===== config.mk =====
export PLATFORM = sky130hd
export DESIGN_NAME = kamacore_hazard_controller
export DESIGN_NICKNAME = d
export VERILOG_FILES = /design/src/rtl/kamacore_hazard_controller.sv
export SDC_FILE = /design/constraint.sdc
export NUM_CORES = 1
export LEC_CHECK = 0
export ABC_AREA = 1
export CAP_MARGIN = 20
export CORE_MARGIN = 4
export CORE_UTILIZATION = 45
export DETAILED_ROUTE_END_ITERATION = 12
export GPL_TIMING_DRIVEN = 0
export PLACE_DENSITY = 0.73
export SKIP_LAST_GASP = 1
export SLEW_MARGIN = 20
export SYNTH_ARGS = -nofsm -noshare
export SYNTH_HDL_FRONTEND = slang
export SYNTH_SLANG_ARGS = --single-unit

===== constraint.sdc =====
create_clock -name clk -period 3.9 [get_ports clk]
set_clock_uncertainty 0.05 [all_clocks]
set_input_delay 0.78 -clock clk [delete_from_list [all_inputs] [get_ports clk]]
set_output_delay 0.78 -clock clk [all_outputs]
set_load 0.01 [all_outputs]

===== src/rtl/kamacore_hazard_controller.sv =====
// Hazard sequencer for the five-stage kamacore pipeline: per-stage hold/flush
// generation, dmem request handshake, wait-state timeout and stall counter.
module kamacore_hazard_controller #(
  parameter int unsigned REG_ADDR_WIDTH  = 5,
  parameter int unsigned TIMEOUT_CYCLES  = 16,
  parameter int unsigned STALL_CNT_WIDTH = 16
) (
  input  logic                       clk,
  input  logic                       rst,
  input  logic [REG_ADDR_WIDTH-1:0]  id_rs1,
  input  logic [REG_ADDR_WIDTH-1:0]  id_rs2,
  input  logic                       id_uses_rs1,
  input  logic                       id_uses_rs2,
  input  logic [REG_ADDR_WIDTH-1:0]  ex_destination_reg,
  input  logic                       ex_control_mem_read,
  input  logic                       ex_control_write_rd,
  input  logic                       ex_branch_taken,
  input  logic                       mem_access,
  input  logic                       dmem_ack,
  output logic                       dmem_req,
  output logic                       hold_if,
  output logic                       hold_id,
  output logic                       hold_ex,
  output logic                       hold_mem,
  output logic                       flush_id,
  output logic                       flush_ex,
  output logic                       flush_wb,
  output logic                       fault,
  output logic [STALL_CNT_WIDTH-1:0] stall_count
);

  localparam int unsigned WAIT_W = 8;
  localparam logic [WAIT_W-1:0] WAIT_LAST = WAIT_W'(TIMEOUT_CYCLES - 1);
  localparam logic [STALL_CNT_WIDTH-1:0] STALL_MAX = '1;

  localparam logic [1:0] S_RUN      = 2'd0;
  localparam logic [1:0] S_MEM_WAIT = 2'd1;
  localparam logic [1:0] S_FAULT    = 2'd2;

  logic [1:0]                 r_state;
  logic [WAIT_W-1:0]          r_wait_cnt;
  logic [STALL_CNT_WIDTH-1:0] r_stall_count;

  logic [1:0]        w_next_state;
  logic [WAIT_W-1:0] w_next_wait_cnt;
  logic              w_load_use;
  logic              w_dmem_req;
  logic              w_hold_front;
  logic              w_hold_back;
  logic              w_flush_id;
  logic              w_flush_ex;
  logic              w_flush_wb;
  logic              w_fault;

  // Load in EX whose result is needed by the instruction in ID
  always_comb begin
    w_load_use = ex_control_mem_read && ex_control_write_rd &&
                 (ex_destination_reg != '0) &&
                 ((id_uses_rs1 && (id_rs1 == ex_destination_reg)) ||
                  (id_uses_rs2 && (id_rs2 == ex_destination_reg)));
  end

  always_comb begin
    w_next_state    = r_state;
    w_next_wait_cnt = r_wait_cnt;
    w_dmem_req      = 1'b0;
    w_hold_front    = 1'b0;
    w_hold_back     = 1'b0;
    w_flush_id      = 1'b0;
    w_flush_ex      = 1'b0;
    w_flush_wb      = 1'b0;
    w_fault         = 1'b0;
    case (r_state)
      S_RUN: begin
        w_dmem_req = mem_access;
        if (mem_access && !dmem_ack) begin
          w_hold_front    = 1'b1;
          w_hold_back     = 1'b1;
          w_flush_wb      = 1'b1;
          w_next_state    = S_MEM_WAIT;
          w_next_wait_cnt = WAIT_W'(1);
        end else if (ex_branch_taken) begin
          w_flush_id = 1'b1;
          w_flush_ex = 1'b1;
        end else if (w_load_use) begin
          w_hold_front = 1'b1;
          w_flush_ex   = 1'b1;
        end
      end
      S_MEM_WAIT: begin
        w_dmem_req = 1'b1;
        // Ack takes precedence over the timeout compare in the same cycle
        if (dmem_ack) begin
          w_next_state    = S_RUN;
          w_next_wait_cnt = '0;
        end else begin
          w_hold_front = 1'b1;
          w_hold_back  = 1'b1;
          w_flush_wb   = 1'b1;
          if (r_wait_cnt == WAIT_LAST) begin
            w_next_state = S_FAULT;
          end else begin
            w_next_wait_cnt = r_wait_cnt + WAIT_W'(1);
          end
        end
      end
      S_FAULT: begin
        w_hold_front = 1'b1;
        w_hold_back  = 1'b1;
        w_flush_wb   = 1'b1;
        w_fault      = 1'b1;
      end
      default: begin
        w_next_state    = S_RUN;
        w_next_wait_cnt = '0;
      end
    endcase
  end

  // All outputs are held low while reset is asserted
  always_comb begin
    dmem_req    = w_dmem_req   && !rst;
    hold_if     = w_hold_front && !rst;
    hold_id     = w_hold_front && !rst;
    hold_ex     = w_hold_back  && !rst;
    hold_mem    = w_hold_back  && !rst;
    flush_id    = w_flush_id   && !rst;
    flush_ex    = w_flush_ex   && !rst;
    flush_wb    = w_flush_wb   && !rst;
    fault       = w_fault      && !rst;
    stall_count = rst ? '0 : r_stall_count;
  end

  always_ff @(posedge clk) begin
    if (rst) begin
      r_state       <= S_RUN;
      r_wait_cnt    <= '0;
      r_stall_count <= '0;
    end else begin
      r_state    <= w_next_state;
      r_wait_cnt <= w_next_wait_cnt;
      if (hold_if && (r_stall_count != STALL_MAX)) begin
        r_stall_count <= r_stall_count + STALL_CNT_WIDTH'(1);
      end
    end
  end

endmodule


After elaboration in Yosys (flattened, before gate mapping)
Index checks and enable logic that the tools add are counted.
{"block": "totals", "inputBits": 24, "register_bits": 26, "output_inout_bits": 25, "elab_cells": 59}
{"block": "op_classes", "bitwise_logic": 1, "reduce_logical": 20, "mux": 24, "addsub": 2, "eq_ne": 9}
{"cell": "2-to-1 mux 8 bit", "n": 3}
{"cell": "case mux 8 bit (3 select lines)", "n": 1}
{"cell": "adder 16 x 1 -> 16 bit (second input constant)", "n": 1}
{"cell": "2-to-1 mux 16 bit", "n": 1}
{"cell": "!= test 16 bit (second input constant)", "n": 1}
{"cell": "logical AND 1 bit", "n": 13}
{"cell": "2-to-1 mux 1 bit", "n": 12}
{"cell": "== test 5 bit", "n": 2}
{"cell": "adder 8 x 1 -> 8 bit (second input constant)", "n": 1}
{"cell": "== test 8 x 4 -> 1 bit (second input constant)", "n": 1}
{"cell": "2-to-1 mux 2 bit", "n": 3}
{"cell": "!= test 3 bit (second input constant)", "n": 2}
{"cell": "case mux 1 bit (3 select lines)", "n": 2}
{"cell": "case mux 2 bit (3 select lines)", "n": 1}
{"cell": "AND reduction 3 bit", "n": 2}
{"cell": "nonzero test 5 bit", "n": 1}
{"cell": "== test 2 x 1 -> 1 bit (second input constant)", "n": 1}
{"cell": "== test 2 bit (second input constant)", "n": 1}
{"cell": "logical NOT 1 bit", "n": 2}
{"cell": "logical NOT 2 bit", "n": 1}
{"cell": "!= test 2 bit (second input constant)", "n": 1}
{"cell": "case mux 1 bit (2 select lines)", "n": 1}
{"cell": "logical OR 1 bit", "n": 1}
{"cell": "inverter 1 bit", "n": 1}

Longest topological paths before layout
Gate-level depths: netlist of run 1.
{"block": "logic_depth", "depth_word": 10, "depth_mapped": 12, "mapped_depth_nobuf": 11}

Worst setup path before layout of run 1
Ideal clock, no wire load.
{"block": "synth_timing", "path_type": "input to output", "from": "in ex_destination_reg[3]", "to": "out hold_if", "path_stages": 10, "n_path_buf": 2, "arrival_time_ps": 1755, "slack_ps": 1315, "t_required_ps": 3070, "cell_sequence": "inv_1 > nand2_1 > nand2_1 > nor2_1 > nand3_1 > nand2_1 > nand3_1 > nand2_2 > buf_2 > buf_4"}
{"block": "synth_via", "elab_chain_len": 9, "elab_cells_between_ends": 13}
{"element": "start: declaration", "line": "14", "rtl": "input logic [REG_ADDR_WIDTH-1:0] ex_destination_reg,"}
{"element": "== test 5 bit (on tied branches)", "line": "59, 60"}
{"element": "logical AND 1 bit (on tied branches)", "line": "59, 60"}
{"element": "logical OR 1 bit", "line": "59", "rtl": "((id_uses_rs1 && (id_rs1 == ex_destination_reg)) ||"}
{"element": "logical AND 1 bit (*)", "line": "58", "rtl": "(ex_destination_reg != '0) &&"}
{"element": "2-to-1 mux 1 bit (*)", "line": "85", "rtl": "end else if (w_load_use) begin"}
{"element": "2-to-1 mux 1 bit (*)", "line": "82", "rtl": "end else if (ex_branch_taken) begin"}
{"element": "2-to-1 mux 1 bit (*)", "line": "76", "rtl": "if (mem_access && !dmem_ack) begin"}
{"element": "case mux 1 bit (3 select lines) (*)", "line": "73", "rtl": "case (r_state)"}
{"element": "logical AND 1 bit (*)"}
{"element": "end: declaration", "line": "21", "rtl": "output logic hold_if,"}
Every way passes the cells marked *; elsewhere a longest branch is shown, timed or not.

Final worst setup path of run 1
{"block": "layout_timing", "from": "in ex_destination_reg[4]", "to": "out hold_if"}
{"block": "layout_via", "elab_chain_len": 9, "elab_cells_between_ends": 13}
{"element": "== test 5 bit (on tied branches)", "line": "59, 60"}
{"element": "logical AND 1 bit (on tied branches)", "line": "59, 60"}
{"element": "logical OR 1 bit", "line": "59"}
{"element": "logical AND 1 bit (*)", "line": "58"}
{"element": "2-to-1 mux 1 bit (*)", "line": "85"}
{"element": "2-to-1 mux 1 bit (*)", "line": "82"}
{"element": "2-to-1 mux 1 bit (*)", "line": "76"}
{"element": "case mux 1 bit (3 select lines) (*)", "line": "73"}
{"element": "logical AND 1 bit (*)", "line": "123", "rtl": "hold_if = w_hold_front && !rst;"}
Marked as above.

==> results of run 1 <==
## through the flow
| step | util | std cells | power (mW) | setup slack (ps) |
|---|---|---|---|---|
| after floorplan | - | 315 | 0.3473 | 1315 |
| after global placement | 0.6041 | 413 | 0.4043 | 98.42 |
| after detailed placement | 0.6041 | 413 | 0.4056 | 75.01 |
| after CTS | 0.6216 | 417 | 0.6364 | 60.45 |
| after global routing | 0.6235 | 417 | 0.6612 | 28.67 |
| final | 0.6235 | 417 | 0.6303 | 152.8 |
## sequential cells by signal, indices dropped and copies added, names as in the netlist
name           count
r_stall_count     16
r_state            2
r_wait_cnt         8
## where the power goes
group	internal (mW)	leakage, nW	switching (mW)
combinational	0.0585	0.794	0.0668
clock	0.138	0.0357	0.0927
sequential	0.270	0.210	0.00489
total	0.466	1.04	0.164
## what timing repair did
action | in CTS | in global routing
gates resized for setup | 0 | 2
endpoints found under the setup margin | 0 | 1
setup buffers | 0 | 0
## synthesized netlist by cell type, drive strengths merged
library cell	number
a21oi	25
buf	8
clkbuf	2
dfxtp	26
ha	2
inv	48
nand2	86
nand3	30
nand4	6
nor2	52
nor3	9
nor3b	1
o21ai	3
xor2	17
## metal layers
metal / share of wire / GRT usage / wire (um)
met3: 0.042 / 0.03306 / 195
met5: 0 / 0 / 0
met1: 0.47 / 0.2400 / 2173
met2: 0.49 / 0.3347 / 2263
met4: 0.0022 / 0.04303 / 10
## cell type report
class | count | area, um2 | area share
multi-input combinational | 231 | 1154 | 0.4560
buffer | 10 | 61.31 | 0.02423
tap | 50 | 62.56 | 0.02473
timing repair buffer | 48 | 480.5 | 0.1899
inverter | 48 | 180.2 | 0.07122
clock buffer | 3 | 41.29 | 0.01632
clock inverter | 1 | 30.03 | 0.01187
sequential | 26 | 520.5 | 0.2057
## critical path, stage by stage
cell             delay (ps)
clkdlybuf4s50_1         510
inv_1                    80
nand2_1                  60
nand2_1                  50
nor2_1                  120
nand3_1                  80
nand2_1                  80
nand3_1                 110
nand2_4                 160
clkbuf_4                240
buf_4                   120
clkdlybuf4s50_1         520
## logic make-up (layout without fill, tap and decap cells)
kind of cell	count (synthesis)	in the layout	synth area share
buffers and inverters	58	110	0.1252
and+or+nand+nor	184	184	0.4177
DFF	26	26	0.2728
xor gates and xnor gates	17	17	0.07803
adders and majority gates	2	2	0.01311
AOI/OAI and AO/OA	28	28	0.09311
## path summary, 6_finish.rpt
check             slack, ps  cells past startpoint                  start                end
hold reg to reg         430                      2      r_stall_count[15]  r_stall_count[15]
setup / recovery        150                     12  ex_destination_reg[4]            hold_if
hold / removal          430                      2      r_stall_count[15]  r_stall_count[15]
setup reg to reg       1920                      9       r_stall_count[1]   r_stall_count[3]
==> run_results.csv, run 1 <==
group,metric,value,unit
timing,drv_slew,0,
timing,final.setup.tns,0,ps
timing,whs,426.1,ps
worst_setup_path,startpoint_type,"input port",
clock_network,cts_root_buf,"clkbuf_8",
routing,vias,1993,
synth,yosys_warnings,0,
routing,wl_per_cell,11.13,um
clock_network,worstSkewPairLatency,280,ps
timing,post-route-period-util,0.9608,
synth,netlist.area_leader.share,0.2728,
clock_network,cts_hold_repair.buffers,0,
timing,max-slew-margin-rel,0.5901,
routing,drc,0,
power_and_ir_drop,leakage,1.040,nW
synth,synth.largest_area_cell,"dfxtp_1",
global_route,grt_max_degree,16,
worst_setup_path,crit_fanout,11,
worst_setup_path,arrival,2920,ps
clock_network,cts_tree,"built",
run,drv_cap,0,
layout,final_cell_mix,"82 x nand2_1, 51 x nor2_1, 48 x inv_1, 48 x clkdlybuf4s50_1, 30 x nand3_1",
worst_setup_path,crit_type,"in -> out",
floorplan,core_area,0.004058,mm2
layout,diodes,0,
floorplan,io_pins,49,
layout,nFillCells,413,
synth,synthTopCellsByArea,"dfxtp_1 27%, nand2_1 16%, nor2_1 10%, inv_1 9.4%, nand3_1 7.9%",
global_route,grt-ovfl-total,0,
synth,ys_types,23,
global_route,grt_antenna_before_repair,0,
worst_setup_path,crit_required,3070,ps
floorplan,dieArea,0.005346,mm2
timing,fin_crit,3747,ps
routing,drtIter0Drc,80,
clock_network,clk_pin_slew,90,ps
routing,routed_via_density,4.779,
synth,yosysSeqAreaShare,0.2728,
timing,max_freq,0.2669,GHz
timing,hold_viol,0,
clock_network,cts_buffer_depth,2,
timing,tightest_slew,614.8,ps
floorplan,row_count,23,
layout,drive_gt1_frac,0.07629,
synth,synth.avg_cell_area,6.057,um2
routing,antenna_left,0,
global_route,grtUsageTotal,0.1903,
min_path,min_path_type,"reg -> reg",
layout,final_area,0.002530,mm2
routing,drt_wl_total,4643,um
layout,area_growth,32.59,%
clock_network,cts.sinks,26,
global_route,grt_pass1_vias,1992,
worst_setup_path,crit_path_end_kind,"primary output",
power_and_ir_drop,ir_worst_vdd,0.1917,mV
global_route,grt_pass1_wl,8376,um
synth,syn-cell-area,0.001908,mm2
status,status,"finished clean",
layout,layout.nets,394,
floorplan,die_y,73.12,um
floorplan,fp.dieW,73.12,um
placed_design,place_congestion,0.8445,
clock_network,htreeDepth,1,
timing,setup_viol,0,
placed_design,hpwl,3630,um
placed_design,place_area,0.002451,mm2
layout,mostFrequentLayoutCell,"nand2_1",
synth,synth_cells,315,
timing,rsz0062_at_grt,"no",
power_and_ir_drop,pwr_density_cell,249.1,mW/mm2
synth,ys_ff_latch,26,
synth,syn_nets,341,
placed_design,port_buffers,48,
floorplan,start_util,0.4702,
routing,firstDrtPassIters,4,
clock_network,numCtsBuffers,3,
Power figures use the tool's default switching activity.
==> inputs of run 2 (changes only) <==
--- a/config.mk
+++ b/config.mk
@@ -9,9 +9,11 @@
 export CAP_MARGIN = 20
 export CORE_MARGIN = 4
 export CORE_UTILIZATION = 45
+export CTS_BUF_LIST = sky130_fd_sc_hd__clkbuf_8
 export DETAILED_ROUTE_END_ITERATION = 12
 export GPL_TIMING_DRIVEN = 0
 export PLACE_DENSITY = 0.73
+export SETUP_SLACK_MARGIN = 0.2
 export SKIP_LAST_GASP = 1
 export SLEW_MARGIN = 20
 export SYNTH_ARGS = -nofsm -noshare
==> run 2 against run 1 <==
Effect of this change: clock power barely moved; design area rose by 1.7%; sequential power barely moved; worst hold slack improved by 4.3 ps; via count rose by 1.3%; flip-flop and latch count did not move; first-iteration DRC count rose by 28%; wire length rose by 2.1%; critical path depth did not move; power rose by 1.4%; critical endpoint unchanged; maximum frequency rose by 2.9%.
==> run_results.csv, run 2 (synthesized netlist as in run 1, its figures left out) <==
group,metric,value,unit
status,status,"finished clean",
floorplan,start_util,0.4702,
routing,drtIter0Drc,102,
worst_setup_path,startpoint_type,"input port",
layout,mostFrequentLayoutCell,"nand2_1",
worst_setup_path,max_stage_delay,520,ps
routing,routed_via_density,4.784,
worst_setup_path,r2r_slack,1920,ps
timing,drv_slew,0,
global_route,grt_max_degree,16,
clock_network,numCtsBuffers,3,
timing,hold_viol,0,
floorplan,core_area,0.004058,mm2
floorplan,die_y,73.12,um
floorplan,fp.dieW,73.12,um
clock_network,clk_pin_slew,100,ps
layout,top_regs,"r_stall_count: 16 flops, r_wait_cnt: 8 flops, r_state: 2 flops",
timing,max-slew-margin-rel,0.5810,
layout,largest_reg_flops,16,
routing,drc,0,
placed_design,port_buffers,48,
clock_network,cts.sinks,26,
routing,drt_wl_total,4741,um
run,drv_cap,0,
global_route,grt_pass1_wl,8362,um
layout,layout.nets,399,
worst_setup_path,cp_slowest_cell,"clkdlybuf4s50_1",
layout,diodes,0,
global_route,grtUsageTotal,0.1900,
layout,largest-register,"r_stall_count",
routing,vias,2019,
worst_setup_path,crit_path_end_kind,"primary output",
routing,wl_per_cell,11.23,um
clock_network,cts_root_buf,"clkbuf_8",
worst_setup_path,cp_common_cell,"nand2_1",
worst_setup_path,crit_type,"in -> out",
power_and_ir_drop,leakage,1.071,nW
placed_design,place_congestion,0.8445,
layout,final_cell_mix,"82 x nand2_1, 51 x nor2_1, 48 x inv_1, 48 x clkdlybuf4s50_1, 30 x nand3_1",
worst_setup_path,crit_required,3070,ps
clock_network,cts_tree,"built",
power_and_ir_drop,power,639.4,uW
floorplan,dieArea,0.005346,mm2
layout,area_growth,34.82,%
global_route,grt_pass1_vias,1988,
timing,max_freq,0.2745,GHz
power_and_ir_drop,ir_worst_vdd,0.1929,mV
power_and_ir_drop,pwr_density_cell,248.6,mW/mm2
routing,antenna_left,0,
clock_network,htreeDepth,1,
routing,firstDrtPassIters,4,
layout,drive_gt1_frac,0.09140,
placed_design,hpwl,3630,um
global_route,grt_antenna_before_repair,0,
worst_setup_path,crit_path_cell_trace,"clkdlybuf4s50_1 > inv_1 > nand2_1 > nand2_1 > nor2_1 > nand3_1 > nand2_1 > nand3_1 > nand2_4 > buf_6 > buf_4 > clkdlybuf4s50_1",
min_path,min_path_type,"reg -> reg",
worst_setup_path,arrival,2810,ps
timing,tightest_slew,628.5,ps
clock_network,cts_buffer_depth,2,
global_route,grt-ovfl-total,0,
timing,post-route-period-util,0.9341,
worst_setup_path,crit_fanout,11,
floorplan,io_pins,49,
floorplan,row_count,23,
timing,fin_crit,3643,ps
timing,setup_viol,0,
clock_network,worstSkewPairLatency,280,ps
timing,final.setup.tns,0,ps
timing,whs,430.4,ps
layout,nFillCells,407,
timing,rsz0062_at_grt,"yes",
clock_network,cts_hold_repair.buffers,0,
==> run 2: repair_timing <==
action | 4_1_cts | 5_1_grt
setup endpoints to repair | 2 | 11
pin swaps | 0 | 1
resized for setup | 3 | 1
setup buffers | 0 | 5
==> run 2: critical path: cells and delay by family <==
family / cells / cell delay [ps]
and+or+nand+nor: 7 / 640
buffers and inverters: 5 / 1380
==> run 2: worst paths after layout <==
check,from,endpoint,cells after the start
max,ex_destination_reg[4],hold_if,12
min,r_stall_count[15],r_stall_count[15],2
max reg2reg,r_stall_count[1],r_stall_count[3],9
min reg2reg,r_stall_count[15],r_stall_count[15],2
==> run 2: power by group <==
part / leakage (nW) / internal, mW / switching [mW]
combinational: 0.825 / 0.0645 / 0.0688
sequential: 0.210 / 0.270 / 0.00490
clock: 0.0357 / 0.138 / 0.0937
==> run 2: area by class of cell <==
| class | count | area [um2] | area share |
|---|---|---|---|
| Buffer | 10 | 66.31 | 0.02578 |
| Clock buffer | 3 | 41.29 | 0.01605 |
| Clock inverter | 1 | 30.03 | 0.01167 |
| Inverter | 48 | 180.2 | 0.07004 |
| Multi-Input combinational cell | 231 | 1154 | 0.4484 |
| Sequential cell | 26 | 520.5 | 0.2023 |
| Tap cell | 50 | 62.56 | 0.02432 |
| Timing Repair Buffer | 53 | 518.0 | 0.2014 |
==> run 2: per-stage QoR <==
stage                     setup WS (ps)  instance area, um2  utilization  cells
after floorplan                    1315                1908            -    315
final                             257.1                2572       0.6340    422
after global routing              139.7                2572       0.6340    422
after CTS                         228.2                2534       0.6244    417
after detailed placement          75.01                2451       0.6041    413
after global placement            98.42                2451       0.6041    413
==> run 2: per-layer routing <==
layer / share of wire / GRT usage / wire length [um]
met1: 0.47 / 0.2391 / 2219
met2: 0.48 / 0.3347 / 2266
met3: 0.043 / 0.03306 / 206
met4: 0.010 / 0.04303 / 49
met5: 0 / 0 / 0
